**config.mk**
```make
export PLATFORM = sky130hd
export DESIGN_NAME = if_id_stage_flat
export DESIGN_NICKNAME = d
export VERILOG_FILES = /design/src/rtl/if_id_stage_if.sv /design/src/rtl/if_id_stage.sv /design/src/flat_wrapper.sv
export SDC_FILE = /design/constraint.sdc
export NUM_CORES = 1
export LEC_CHECK = 0
export ABC_AREA = 0
export CORE_MARGIN = 1
export CORE_UTILIZATION = 30
export DETAILED_ROUTE_END_ITERATION = 10
export GPL_TIMING_DRIVEN = 0
export PLACE_DENSITY_LB_ADDON = 0.1
export REMOVE_ABC_BUFFERS = 1
export SKIP_CTS_REPAIR_TIMING = 1
export SLEW_MARGIN = 10
export SYNTH_ARGS = -nofsm -noshare
export SYNTH_HDL_FRONTEND = slang
export SYNTH_SLANG_ARGS = --single-unit
```
**constraint.sdc**
```tcl
create_clock -name clk -period 13.7 [get_ports clk]
set_input_delay 2.74 -clock clk [delete_from_list [all_inputs] [get_ports clk]]
set_output_delay 2.74 -clock clk [all_outputs]
set_load 0.01 [all_outputs]
```
**src/rtl/if_id_stage_if.sv**
```systemverilog
// Fetch/decode boundary bundle: fetch-side handshake in, decode-side fields out.
interface if_id_stage_if #(
    parameter int unsigned INSTR_W = 32,
    parameter int unsigned PC_W    = 32,
    parameter int unsigned OP_W    = 4,
    parameter int unsigned REG_W   = 4,
    parameter int unsigned IMM_W   = 16
);
    logic               in_valid;
    logic               in_ready;
    logic [INSTR_W-1:0] in_instr;
    logic [PC_W-1:0]    in_pc;
    logic               flush;
    logic               out_valid;
    logic               out_ready;
    logic [PC_W-1:0]    out_pc;
    logic [OP_W-1:0]    out_opcode;
    logic [REG_W-1:0]   out_rd;
    logic [REG_W-1:0]   out_rs1;
    logic [REG_W-1:0]   out_rs2;
    logic [IMM_W-1:0]   out_imm;
    logic [15:0]        stall_cnt;

    // Environment side: drives fetch inputs and decode ready.
    modport master (
        output in_valid, in_instr, in_pc, flush, out_ready,
        input  in_ready, out_valid, out_pc, out_opcode, out_rd, out_rs1, out_rs2,
               out_imm, stall_cnt
    );

    // Stage side.
    modport slave (
        input  in_valid, in_instr, in_pc, flush, out_ready,
        output in_ready, out_valid, out_pc, out_opcode, out_rd, out_rs1, out_rs2,
               out_imm, stall_cnt
    );
endinterface

```
**src/rtl/if_id_stage.sv**
```systemverilog
// IF/ID boundary: two-entry skid buffer (main + skid) with field split,
// synchronous flush and a saturating back-pressure counter.
module if_id_stage #(
    parameter int unsigned INSTR_W = 32,
    parameter int unsigned PC_W    = 32,
    parameter int unsigned OP_W    = 4,
    parameter int unsigned REG_W   = 4,
    parameter int unsigned IMM_W   = 16
) (
    input logic          clk,
    input logic          rst,
    if_id_stage_if.slave bus
);

    typedef enum logic [1:0] {StEmpty, StOne, StFull} state_e;

    state_e             state_q, state_d;
    logic [INSTR_W-1:0] main_instr_q, main_instr_d;
    logic [PC_W-1:0]    main_pc_q, main_pc_d;
    logic [INSTR_W-1:0] skid_instr_q, skid_instr_d;
    logic [PC_W-1:0]    skid_pc_q, skid_pc_d;
    logic [15:0]        stall_q, stall_d;

    logic in_ready;
    logic out_valid;
    logic accept;
    logic pop;

    // Handshake flags depend on the state register only.
    assign in_ready  = (state_q != StFull);
    assign out_valid = (state_q != StEmpty);
    assign accept    = bus.in_valid && in_ready;
    assign pop       = out_valid && bus.out_ready;

    // Next-state and entry movement; flush overrides any accept or pop.
    always_comb begin
        state_d      = state_q;
        main_instr_d = main_instr_q;
        main_pc_d    = main_pc_q;
        skid_instr_d = skid_instr_q;
        skid_pc_d    = skid_pc_q;
        if (bus.flush) begin
            state_d = StEmpty;
        end else begin
            unique case (state_q)
                StEmpty: begin
                    if (accept) begin
                        state_d      = StOne;
                        main_instr_d = bus.in_instr;
                        main_pc_d    = bus.in_pc;
                    end
                end
                StOne: begin
                    if (accept && pop) begin
                        main_instr_d = bus.in_instr;
                        main_pc_d    = bus.in_pc;
                    end else if (accept) begin
                        state_d      = StFull;
                        skid_instr_d = bus.in_instr;
                        skid_pc_d    = bus.in_pc;
                    end else if (pop) begin
                        state_d = StEmpty;
                    end
                end
                StFull: begin
                    if (pop) begin
                        state_d      = StOne;
                        main_instr_d = skid_instr_q;
                        main_pc_d    = skid_pc_q;
                    end
                end
                default: state_d = StEmpty;
            endcase
        end
    end

    // Stall counter saturates rather than wrapping; flush does not touch it.
    always_comb begin
        stall_d = stall_q;
        if (out_valid && !bus.out_ready && (stall_q != 16'hFFFF)) begin
            stall_d = stall_q + 16'd1;
        end
    end

    // State, entries and counter; async reset empties the buffer immediately.
    always_ff @(posedge clk or posedge rst) begin
        if (rst) begin
            state_q      <= StEmpty;
            main_instr_q <= '0;
            main_pc_q    <= '0;
            skid_instr_q <= '0;
            skid_pc_q    <= '0;
            stall_q      <= '0;
        end else begin
            state_q      <= state_d;
            main_instr_q <= main_instr_d;
            main_pc_q    <= main_pc_d;
            skid_instr_q <= skid_instr_d;
            skid_pc_q    <= skid_pc_d;
            stall_q      <= stall_d;
        end
    end

    // Decode fields come from the main entry only.
    always_comb begin
        bus.in_ready   = in_ready;
        bus.out_valid  = out_valid;
        bus.out_pc     = main_pc_q;
        bus.out_opcode = main_instr_q[INSTR_W-1 -: OP_W];
        bus.out_rd     = main_instr_q[INSTR_W-OP_W-1 -: REG_W];
        bus.out_rs1    = main_instr_q[INSTR_W-OP_W-REG_W-1 -: REG_W];
        bus.out_rs2    = main_instr_q[INSTR_W-OP_W-2*REG_W-1 -: REG_W];
        bus.out_imm    = main_instr_q[IMM_W-1:0];
        bus.stall_cnt  = stall_q;
    end

endmodule
```
**src/flat_wrapper.sv**
```systemverilog
// flat-port wrapper written by rule: the top's interface ports become plain ports
module if_id_stage_flat 
#(
    parameter int unsigned INSTR_W = 32,
    parameter int unsigned PC_W    = 32,
    parameter int unsigned OP_W    = 4,
    parameter int unsigned REG_W   = 4,
    parameter int unsigned IMM_W   = 16
)
  (clk, rst, bus_in_valid, bus_in_instr, bus_in_pc, bus_flush, bus_out_ready, bus_in_ready, bus_out_valid, bus_out_pc, bus_out_opcode, bus_out_rd, bus_out_rs1, bus_out_rs2, bus_out_imm, bus_stall_cnt);
  if_id_stage_if #(.INSTR_W(INSTR_W), .PC_W(PC_W), .OP_W(OP_W), .REG_W(REG_W), .IMM_W(IMM_W)) bus_i ();
  input logic clk;
  input logic rst;
  input wire logic [$bits(bus_i.in_valid)-1:0] bus_in_valid;
  input wire logic [$bits(bus_i.in_instr)-1:0] bus_in_instr;
  input wire logic [$bits(bus_i.in_pc)-1:0] bus_in_pc;
  input wire logic [$bits(bus_i.flush)-1:0] bus_flush;
  input wire logic [$bits(bus_i.out_ready)-1:0] bus_out_ready;
  output wire logic [$bits(bus_i.in_ready)-1:0] bus_in_ready;
  output wire logic [$bits(bus_i.out_valid)-1:0] bus_out_valid;
  output wire logic [$bits(bus_i.out_pc)-1:0] bus_out_pc;
  output wire logic [$bits(bus_i.out_opcode)-1:0] bus_out_opcode;
  output wire logic [$bits(bus_i.out_rd)-1:0] bus_out_rd;
  output wire logic [$bits(bus_i.out_rs1)-1:0] bus_out_rs1;
  output wire logic [$bits(bus_i.out_rs2)-1:0] bus_out_rs2;
  output wire logic [$bits(bus_i.out_imm)-1:0] bus_out_imm;
  output wire logic [$bits(bus_i.stall_cnt)-1:0] bus_stall_cnt;
  assign bus_i.in_valid = bus_in_valid;
  assign bus_i.in_instr = bus_in_instr;
  assign bus_i.in_pc = bus_in_pc;
  assign bus_i.flush = bus_flush;
  assign bus_i.out_ready = bus_out_ready;
  assign bus_in_ready = bus_i.in_ready;
  assign bus_out_valid = bus_i.out_valid;
  assign bus_out_pc = bus_i.out_pc;
  assign bus_out_opcode = bus_i.out_opcode;
  assign bus_out_rd = bus_i.out_rd;
  assign bus_out_rs1 = bus_i.out_rs1;
  assign bus_out_rs2 = bus_i.out_rs2;
  assign bus_out_imm = bus_i.out_imm;
  assign bus_stall_cnt = bus_i.stall_cnt;
  if_id_stage #(.INSTR_W(INSTR_W), .PC_W(PC_W), .OP_W(OP_W), .REG_W(REG_W), .IMM_W(IMM_W)) u_core (.clk(clk), .rst(rst), .bus(bus_i));
endmodule
```
### After elaboration in Yosys (flattened, before gate mapping)

Cells that the tools add are included.

* mux-type cells: 15
* $add $sub $neg: 1
* bitwise gates (word level): 2
* eq/ne operators: 11
* reductions and logical operators: 12

Operators with widths (count)
* 2-to-1 mux 32 bit: 6
* case mux 32 bit (3 select lines): 2
* adder 16 x 1 -> 16 bit, second input constant: 1
* != test 16 bit, second input constant: 1
* 2-to-1 mux 2 bit: 6
* AND reduction 4 bit: 2
* != test 2 x 1 -> 1 bit, second input constant: 3
* != test 3 x 2 -> 1 bit, second input constant: 2
* case mux 2 bit (3 select lines): 1
* logical AND 1 bit: 5
* AND reduction 5 bit: 1
* != test 4 x 2 -> 1 bit, second input constant: 1
* != test 3 bit, second input constant: 1
* nonzero test 3 bit: 1
* == test 2 x 1 -> 1 bit, second input constant: 1
* == test 2 bit, second input constant: 1
* logical NOT 2 bit: 1
* != test 2 bit, second input constant: 1
* inverter 1 bit: 2
* nonzero test 2 bit: 1
* logical NOT 1 bit: 1

* input bits: 69
* word-level logic and storage cells: 47
* output and inout bits: 82
* register bits: 146

### Logic depth before layout (Yosys ltp)

Gate-level depths: netlist of the first run.

* depth in word-level cells: 7
* mapped depth: 5
* depth with buffers taken out: 5

### Worst setup path after synthesis of the first run

Ideal clock, no wire load.

* path kind: input port to flip-flop
* start: input port bus_in_valid
* end: register u_core.main_pc_q[10], in the netlist u_core.bus.out_pc[10]
* library setup time: 0.125 ns
* cell stages on the path: 5
* data required time: 13.575 ns
* path buffers: 1
* arrival time: 3.852 ns
* slack: 9.723 ns
* cells stage by stage: nor2b_2 > nand2_1 > a21oi_4 > buf_4 > mux2_2

* cells in the longest elaborated chain, start to end: 4
* elaborated cells on any way between the ends: 5
* classes of those cells: 2 x eq/ne; 3 x reduce/logical

Ends and longest elaborated chain
* from (decl): line flat_wrapper.sv:14 `input wire logic [$bits(bus_i.in_valid)-1:0] bus_in_valid;`
* logical AND 1 bit (*): line if_id_stage.sv:32 `assign accept = bus.in_valid && in_ready;`
* logical AND 1 bit: line if_id_stage.sv:54 `if (accept && pop) begin`
* != test 2 x 1 -> 1 bit (no line)
* AND reduction 5 bit (no line) (*)
* to (signal assigned): line if_id_stage.sv:97 `main_pc_q <= main_pc_d;`
* to (decl): line if_id_stage.sv:19 `logic [PC_W-1:0] main_pc_q, main_pc_d;`

Mark *: on every way between the ends. The rest lies on a longest branch, timed or not.
A chain may end at the register's enable or synchronous reset.

### Final worst setup path of the first run

* start: register u_core.state_q[1]
* end: output port bus_in_ready

* cells in the longest elaborated chain, start to end: 1

Ends and longest elaborated chain
* from (decl): line if_id_stage.sv:17 `state_e state_q, state_d;`
* from (signal assigned): line if_id_stage.sv:88 `state_q <= StEmpty;`
* from (signal assigned): line if_id_stage.sv:95 `state_q <= state_d;`
* != test 2 bit: line if_id_stage.sv:30 `assign in_ready = (state_q != StFull);`
* to (decl): line flat_wrapper.sv:19 `output wire logic [$bits(bus_i.in_ready)-1:0] bus_in_ready;`

Every way passes these cells.

==> summary.md, run 1 <==
| Metric | Value |
|---|---|
| Status | finished clean |
| Worst slew margin | 48.1% |
| Final Hold Vio Count | 0 |
| Post-Place Cells | 848 |
| Most frequent cell after synthesis | mux2_2 |
| Setup crit end kind | primary output |
| H-tree depth | 4 |
| Vias per inst | 4.61 |
| Leakage power | 3.63 nW |
| DRC Markers | 0 |
| Final setup viols | 0 |
| Antenna violations before repair | 0 |
| Avg WL per Cell | 16.2 um |
| Hold Path Class | flop to flop |
| Port Buf Inserts | 150 |
| CTS tree | built |
| Fin nets | 662 |
| Largest net degree at the start of global routing | 81 |
| Setup_tns | 0 ps |
| Post-synth top cells | mux2_2 (191), dfrtp_1 (146), buf_6 (17), xnor2_1 (10) |
| Max-capacitance violation count | 0 |
| Distinct cells, synth | 35 |
| Share of cells above drive strength 1 | 40.4% |
| Startpoint Class | flop |
| Routed via count | 4051 |
| M1 WL | 6.46 mm |
| Met3 WL | 750 um |
| Final HPWL DP | 9.76 mm |
| Fin util | 42.4% |
| Worst-skew pair later-pin latency | 420 ps |
| Top post-synthesis cells by area | dfrtp_1 (56%), mux2_2 (33%), buf_6 (2.9%) |
| Clock transition at path regs | 60 ps |
| Largest area contributor in the netlist | dfrtp_1 |
| Maximum VDD drop | 0.0798 mV |
| Area of the core | 21200 um2 |
| DRT antenna net count | 0 |
| Hold Path Origin | u_core.main_instr_q[31] |
| IO Pins | 151 |
| Post-synthesis sequential area ratio | 56.0% |
| Total GRT Usage | 13.6% |
| Tcrit/Tclk final | 37.1% |
| Post-Syn Area | 6530 um2 |
| Top Layer Used | met4 |
| Worst r2r dst | u_core.bus.out_pc[16] |
| Final min period | 5080 ps |
| Tot Pwr | 0.00133 W |
| Yosys top cell area share | 56.0% |
| Worst-path maximum fanout | 19 |
| #FFs+latches synth | 146 |
| R2R Path Start | u_core.state_q[1] |
| Cells after synthesis | 429 |
| TritonCTS buffer count | 17 |
| Crit path DAT | 2340 ps |
| Clock skew | 7.98 ps |
| DIE WIDTH | 149 um |
| Highest clock rate | 197 MHz |
| Layout Cells excl Fill | 879 |
| GRT overflow | 0 |
| First-pass GRT wire length | 23.1 mm |
| Reg2Reg Setup Slack | 11380 ps |
| Overall routed net length | 14.2 mm |
| Syn Area/Cell | 15.2 um2 |
| Number of core rows | 53 |
| Max Slew Vio Count | 0 |
| Ys async rst share | 100% |
| Starting density of the core | 30.8% |
| Root Driver | clkbuf_16 |
| WS Path Type | flop to primary output |
| Initial DRC count | 122 |
| Ys Warns | 0 |
| PD cells | 148 nW/um2 |
| Slew @ Worst Pin | 776 ps |
| Gp weighted congestion | 0.746 |
| Die ar. | 22300 um2 |
| Predominant post-synthesis flop cell | dfrtp_1 |
| Buffer depth of the longest clock path | 2 |
| First-pass DRT Iterations | 4 |
| Reg2Reg Depth | 6 |
| Vias in the first global route | 4322 |
| Area grow syn2layout | 37.6% |
| RSZ-0062 raised after global routing | false |
| Hold Path Sink | u_core.main_instr_q[31] |
| Antenna diodes | 0 |
| WL met2 | 6.88 mm |
| Clock sink total | 146 |
| Die height | 149 um |
| Data required, critical path | 10960 ps |
| Hold Crit Depth | 1 |
| Number of enable flip-flop cells after synthesis | 0 |
-- placed cells by master (no fill, tap or decap), types with 2 or more instances in the layout --
cell | netlist | layout
mux2_2 | 191 | 191
clkdlybuf4s50_1 | 0 | 150
dfrtp_1 | 146 | 146
clkbuf_16 | 0 | 17
xnor2_1 | 10 | 10
nand2_1 | 8 | 8
nand4_1 | 8 | 8
nand3_1 | 5 | 5
buf_16 | 0 | 5
nor2_1 | 4 | 4
xor2_1 | 4 | 4
clkinv_2 | 0 | 4
buf_4 | 2 | 4
buf_6 | 17 | 4
and4_1 | 3 | 3
clkinvlp_4 | 0 | 3
and3_1 | 2 | 2
nor3_1 | 2 | 2
nor4_1 | 2 | 2
o21a_1 | 2 | 2
mux2_1 | 2 | 2
a21oi_1 | 2 | 2
inv_6 | 0 | 2
clkinv_4 | 0 | 2
bufinv_16 | 0 | 2
-- state kept, by name, indices dropped and copies added, names as in the netlist --
| register | count |
|---|---|
| u_core.main_instr_q | 32 |
| u_core.skid_instr_q | 32 |
| u_core.skid_pc_q | 32 |
| u_core.bus.stall_cnt | 16 |
| u_core.bus.out_pc | 32 |
| u_core.state_q | 2 |
-- critical path, cell delays in order, from the launching register on --
cell and delay, ps:
dfrtp_1 470, nor2b_4 560, buf_16 240, inv_2 140, clkdlybuf4s50_1 510
-- final cells by class --
cell class / count / area [um2]
Clock buffer: 18 / 429
Clock inverter: 13 / 138
Fill cell: 1946 / 12200
Inverter: 2 / 15.0
Multi-Input combinational cell: 261 / 2660
Sequential cell: 146 / 3650
Tap cell: 275 / 344
Timing Repair Buffer: 164 / 1730
-- layer usage --
layer,GRT usage [%],vias to the layer above
li1,-,1887
met1,17.2,2051
met2,21.9,102
met3,4.09,11
met4,4.59,0
met5,0,-
-- report_power, final --
part / leakage (nW) / internal, W / switching, W / total (W)
Combinational: 1.58 / 0.000190 / 0.000100 / 0.000290
Clock: 0.272 / 0.000267 / 0.000185 / 0.000452
Sequential: 1.78 / 0.000532 / 0.0000583 / 0.000590
-- through the flow --
| step | instance area [um2] | setup slack (ps) | hold WS (ps) |
|---|---|---|---|
| floorplan | 6310 | 5330 | 475 |
| CTS | 8980 | 8550 | 497 |
| global route | 8980 | 8490 | 509 |
| detailed placement | 8410 | 8500 | 483 |
| global placement | 8160 | 669 | 472 |
| finish | 8980 | 8620 | 491 |
-- kinds of logic (layout without fill, tap and decap cells) --
group	count (synthesis)	count (layout)	synth area share, %
multiplexers	193	193	33.3
XOR/XNOR	14	14	1.88
AO/OA/AOI/OAI	11	11	1.52
buffers and inverters	22	197	3.36
AND/OR/NAND/NOR	42	42	3.76
adder cells (fa/ha/maj)	1	1	0.192
flip-flops	146	146	56.0
-- worst max-delay path by stage --
stage / startpoint / endpoint / slack, ps
after global routing: u_core.state_q[1] / bus_in_ready / 8490
after detailed placement: bus_out_ready / u_core.main_instr_q[18] / 8500
after floorplan: bus_in_valid / u_core.skid_instr_q[0] / 5330
final: u_core.state_q[1] / bus_in_ready / 8620
after global placement: bus_in_valid / u_core.skid_pc_q[4] / 670
after CTS: u_core.state_q[1] / bus_in_ready / 8550
Note: power is estimated with default switching activity, not from simulation.
==> run 2, diff against run 1 <==
Clock period 13.7 ns to 4.68 ns, I/O delays scaled along.
==> results of run 2 <==
The final DEF is identical to that of run 1. Status: finished clean.
Among the figures that moved: setup slack after placement 8500 ps -> 1290 ps; setup slack after layout 8620 ps -> 1400 ps; register-to-register setup slack 11380 ps -> 2360 ps; total power 0.00133 W -> 0.00390 W; worst IR drop on VDD 0.0798 mV -> 0.233 mV
==> RTL change 1: new RTL, config.mk and constraints of run 2 <==
`IMM_W` is set to 16 in 3 places; all go to 32.
--- a/src/rtl/if_id_stage_if.sv
+++ b/src/rtl/if_id_stage_if.sv
@@ -4,7 +4,7 @@
     parameter int unsigned PC_W    = 32,
     parameter int unsigned OP_W    = 4,
     parameter int unsigned REG_W   = 4,
-    parameter int unsigned IMM_W   = 16
+    parameter int unsigned IMM_W   = 32
 );
     logic               in_valid;
     logic               in_ready;
--- a/src/rtl/if_id_stage.sv
+++ b/src/rtl/if_id_stage.sv
@@ -5,7 +5,7 @@
     parameter int unsigned PC_W    = 32,
     parameter int unsigned OP_W    = 4,
     parameter int unsigned REG_W   = 4,
-    parameter int unsigned IMM_W   = 16
+    parameter int unsigned IMM_W   = 32
 ) (
     input logic          clk,
     input logic          rst,
--- a/src/flat_wrapper.sv
+++ b/src/flat_wrapper.sv
@@ -5,7 +5,7 @@
     parameter int unsigned PC_W    = 32,
     parameter int unsigned OP_W    = 4,
     parameter int unsigned REG_W   = 4,
-    parameter int unsigned IMM_W   = 16
+    parameter int unsigned IMM_W   = 32
 )
   (clk, rst, bus_in_valid, bus_in_instr, bus_in_pc, bus_flush, bus_out_ready, bus_in_ready, bus_out_valid, bus_out_pc, bus_out_opcode, bus_out_rd, bus_out_rs1, bus_out_rs2, bus_out_imm, bus_stall_cnt);
   if_id_stage_if #(.INSTR_W(INSTR_W), .PC_W(PC_W), .OP_W(OP_W), .REG_W(REG_W), .IMM_W(IMM_W)) bus_i ();
Interface: changed (resized bus_out_imm); port bits go from 151 to 167. No check against the original RTL was run, so the function may have changed too.
==> RTL change 1 against run 2 <==
Routed wire length is 0.26% higher. Area after synthesis is 1.8% higher. Sequential share of layout area is 0.84 points lower. Combinational power is 7.5% higher. Worst setup slack worse by 7.2 ps. Cell area is 2.1% higher. Sequential cell count stayed put. Total power is 4.6% higher. Largest cell class unchanged. Largest power group unchanged.
==> RTL change 1: results (changes against run 2) <==
CTS max path bufs -> 2 (unchanged)
GP Congestion -> 0.797 (+6.9%)
Synth warnings -> 0 (unchanged)
Root Driver -> clkbuf_16
detailed-routed wire length on met3 -> 722 um (-3.7%)
Max H-tree Level -> 4 (unchanged)
CP max FO -> 20 (+1)
crit path DAT -> 2350 ps
Post-Route WL -> 14300 um (+0.26%)
initial antenna violation count -> 0 (unchanged)
placed inst area -> 8540 um^2 (+1.5%)
# port buffers -> 166 (+11%)
status -> complete, no violations
Most used DFF post-synth -> dfrtp_1
met2 usage -> 0.221 (+0.00120)
nets@finish -> 677 (+2.3%)
most common library cells after synthesis -> mux2_2, dfrtp_1, buf_4
placed insts -> 868 (+2.4%)
largest net degree at the start of global routing -> 87 (+7.4%)
Max Used Layer -> met4
First DRT Iteration DRCs -> 113 (-7.4%)
Place WS -> 1100 ps (-183 ps)
leakage -> 3.71 nW (+2.0%)
Via Count -> 4148 (+2.4%)
layout cell share with drive strength beyond 1 -> 0.392 (-0.0120)
Fillers -> 2013 (+3.4%)
Avg Synthesized Cell Area -> 14.9 um^2 (-1.8%)
met3 global-route usage -> 0.0355 (-0.00531)
clk slew on worst S/H paths -> 60 ps (about the same)
total length of routed met2 wires -> 7030 um (+2.2%)
Worst-Skew Late Latency -> 420 ps (about the same)
wl on met1 -> 6310 um (-2.3%)
synth top area cells -> dfrtp_1, mux2_2, buf_6, buf_4, xnor2_1
first-pass GRT wire length -> 23200 um (+0.18%)
GRT Util Overall -> 0.134 (-0.00189)
HP Class -> register to register
core occupancy in the finished layout -> 0.421 (-0.00305)
Unique masters post-synth -> 35 (unchanged)
Async SR Flop Fraction -> 1.00 (unchanged)
worst slew pin tran -> 678 ps (-98.7 ps)
drt wl/cell -> 15.9 um (-2.1%)
Worst Skew -> 10.6 ps (+2.61 ps)
Peak VDD IR -> 235 uV (+0.73%)
vias in the first global route -> 4344 (+0.51%)
Seq/Total Area, Yosys -> 0.550 (-0.0101)
drt pass-1 iters -> 4 (unchanged)
M1 GR Usage -> 0.166 (-0.00594)
placed wire-length estimate -> 10000 um (+3.0%)
# diodes -> 0 (unchanged)
Num CTS Buffers -> 17 (unchanged)
RTL change 1: where the power goes:
part,internal [mW],switching (mW),leakage [nW]
sequential,1.56,0.170,1.78
clock,0.910,0.529,0.301
combinational,0.599,0.313,1.62
total,3.07,1.01,3.71
RTL change 1: cell type report:
cell class | count | share of cell area
Clock buffer | 20 | 0.0487
Tap cell | 280 | 0.0382
Sequential cell | 146 | 0.399
Timing Repair Buffer | 179 | 0.203
Inverter | 2 | 0.00164
Clock inverter | 12 | 0.0197
Multi-Input combinational cell | 261 | 0.291
RTL change 1: final timing paths:
| check | start | end | slack (ps) | cells past startpoint |
|---|---|---|---|---|
| max in group asynchronous | rst | u_core.skid_pc_q[17] | 2910 | 3 |
| max reg2reg | u_core.state_q[1] | u_core.skid_pc_q[30] | 2180 | 6 |
| max | u_core.state_q[1] | bus_in_ready | 1390 | 4 |
| min reg2reg | u_core.bus.out_pc[31] | u_core.bus.out_pc[31] | 490 | 1 |
| min in group asynchronous | rst | u_core.bus.out_imm[3] | 1030 | 2 |
| min | u_core.bus.out_pc[31] | u_core.bus.out_pc[31] | 490 | 1 |
RTL change 1: logic make-up (layout without fill, tap and decap cells):
kind of cell,Yosys count,in the layout,share of synthesized area
XOR/XNOR,14,14,0.0185
AND/OR/NAND/NOR,42,42,0.0369
adder cells (fa/ha/maj),1,1,0.00188
multiplexers,193,193,0.327
AO/OA/AOI/OAI,11,11,0.0149
flip-flops,146,146,0.550
buffers and inverters,38,213,0.0510
RTL change 1: critical path, cell delays in order (launching register included):
cell	delay, ps
dfrtp_1	460
nor2b_4	550
buf_12	260
inv_2	150
clkdlybuf4s50_1	500
==> RTL change 2: new RTL, settings of run 2 <==
Without the edit above. Reset style: synchronous (`rst`), changed in one clocked block. Comments in the files are not updated.
--- a/src/rtl/if_id_stage.sv
+++ b/src/rtl/if_id_stage.sv
@@ -83,7 +83,7 @@
     end
 
     // State, entries and counter; async reset empties the buffer immediately.
-    always_ff @(posedge clk or posedge rst) begin
+    always_ff @(posedge clk) begin
         if (rst) begin
             state_q      <= StEmpty;
             main_instr_q <= '0;
Function: differs if rst is asserted again (counterexample within 4 cycles, from zero or initial values and one cycle with rst high); with rst held inactive, the same outputs for 4 cycles.
==> RTL change 2 against run 2 <==
Area after synthesis decreased by 4.8%. Die area fell by 4.8%. Utilization is 0.17 points lower. First-iteration DRC count increased by 95%. Routed wire length grew 22%. Sequential cell count did not move. Worst setup slack improved by 260 ps. Cell area fell by 4.7%. Critical endpoint unchanged. Largest cell class is now multi-input combinational cells.
Power is not compared: it rests on default switching activity, and its combinational part moved more than twofold at a synthesized area within 25%.
==> RTL change 2: results (changes against run 2) <==
status -> complete, no violations
met3 global-route usage -> 0.0592 (+0.0184)
# diodes -> 0 (unchanged)
Seq/Total Area, Yosys -> 0.471 (-0.0892)
Unique masters post-synth -> 43 (+23%)
Peak VDD IR -> 242 uV
post-synthesis compound-gate area fraction -> 0.222 (+0.207)
layout cell share with drive strength beyond 1 -> 0.0673 (-0.337)
Rel. slew slack -> 0.449 (-0.0320)
HP Class -> register to register
Max stage delay on crit path -> 650 ps (+90 ps)
Avg Synthesized Cell Area -> 8.93 um^2 (-41%)
synth top area cells -> dfxtp_1, a21oi_1, mux2i_1, a311oi_1, nand2_1
Adder-Cell Fraction of Synth Area -> 0.00201 (+0.0000974)
GRT Util Overall -> 0.162 (+0.0266)
placed wire-length estimate -> 10900 um (+11%)
vias per cell -> 5.09 (+10%)
Async SR Flop Fraction -> 0 (-1.00)
Worst-Skew Late Latency -> 410 ps
leakage -> 3.25 nW
placed insts -> 1055 (+24%)
GP Congestion -> 0.768 (+3.0%)
vias in the first global route -> 5386 (+25%)
delay-heaviest family, CP -> buffers and inverters
crit path DAT -> 2090 ps (-250 ps)
CP max FO -> 29 (+10)
most common library cells after synthesis -> dfxtp_1, a21oi_1, nand2_1
first-pass GRT wire length -> 27900 um (+21%)
Worst Skew -> 9.06 ps (+1.08 ps)
largest net degree at the start of global routing -> 83 (+2.5%)
CTS max path bufs -> 2 (unchanged)
placed inst area -> 7990 um^2 (-5.0%)
M1 GR Usage -> 0.202 (+0.0295)
drt wl/cell -> 16.0 um (-1.1%)
multiplexer area fraction after synthesis -> 0.112 (-0.221)
Place WS -> 1410 ps (+122 ps)
Num CTS Buffers -> 17 (unchanged)
initial antenna violation count -> 0 (unchanged)
Most used DFF post-synth -> dfxtp_1
nets@finish -> 874 (+32%)
Post-Synth XOR/XNOR Area -> 0 (-0.0188)
Post-Route WL -> 17400 um (+22%)
Root Driver -> clkbuf_16
First DRT Iteration DRCs -> 238 (+95%)
Crit-path slowest cell -> clkdlybuf4s50_1
met2 usage -> 0.266 (+0.0468)
## RTL change 2: cell count changes in the layout (fill, tap and decap cells not counted), sizes merged, moves of 65 or more
cell          run 2  this run
dfxtp             0       146
mux2i             0        65
dfrtp           146         0
mux2            193         4
a21oi             3       139
nand2             8       136
## RTL change 2: kinds of logic (layout without fill, tap and decap cells)
logic type	after synthesis	after routing
AO/OA/AOI/OAI	220	220
AND/OR/NAND/NOR	188	188
flip-flops	146	146
buffers and inverters	71	193
multiplexers	69	69
adder cells (fa/ha/maj)	1	1
## RTL change 2: area by class of cell
type,instances,area [um^2]
Clock buffer,19,433
Clock inverter,13,134
Fill cell,1934,11700
Inverter,2,10.0
Multi-Input combinational cell,478,2990
Sequential cell,146,2920
Tap cell,270,338
Timing Repair Buffer,159,1720
## RTL change 2: where the power goes
| part | internal [mW] | switching [mW] |
|---|---|---|
| clock network | 0.784 | 0.538 |
| registers | 1.29 | 0.0251 |
| logic | 0.186 | 0.168 |
| total | 2.26 | 0.732 |
## RTL change 2: final timing paths
| check | from | endpoint | slack (ps) | cells after the start |
|---|---|---|---|---|
| setup / recovery | u_core.state_q[0] | bus_in_ready | 1660 | 2 |
| hold / removal | u_core.skid_instr_q[9] | u_core.skid_instr_q[9] | 450 | 2 |
| hold reg to reg | u_core.skid_instr_q[9] | u_core.skid_instr_q[9] | 450 | 2 |
| setup reg to reg | u_core.bus.stall_cnt[0] | u_core.bus.stall_cnt[15] | 2400 | 5 |
## RTL change 2: metal layers
| metal | share of wire | wire length [um] |
|---|---|---|
| met2 | 0.46 | 8080 |
| met5 | 0 | 0 |
| met1 | 0.47 | 8130 |
| met3 | 0.063 | 1100 |
| met4 | 0.0060 | 104 |
## RTL change 2: worst min-delay path, cell delays in order, from the launching register on
cell and delay, ps:
dfxtp_1 310, nand2_1 50, a21oi_1 50
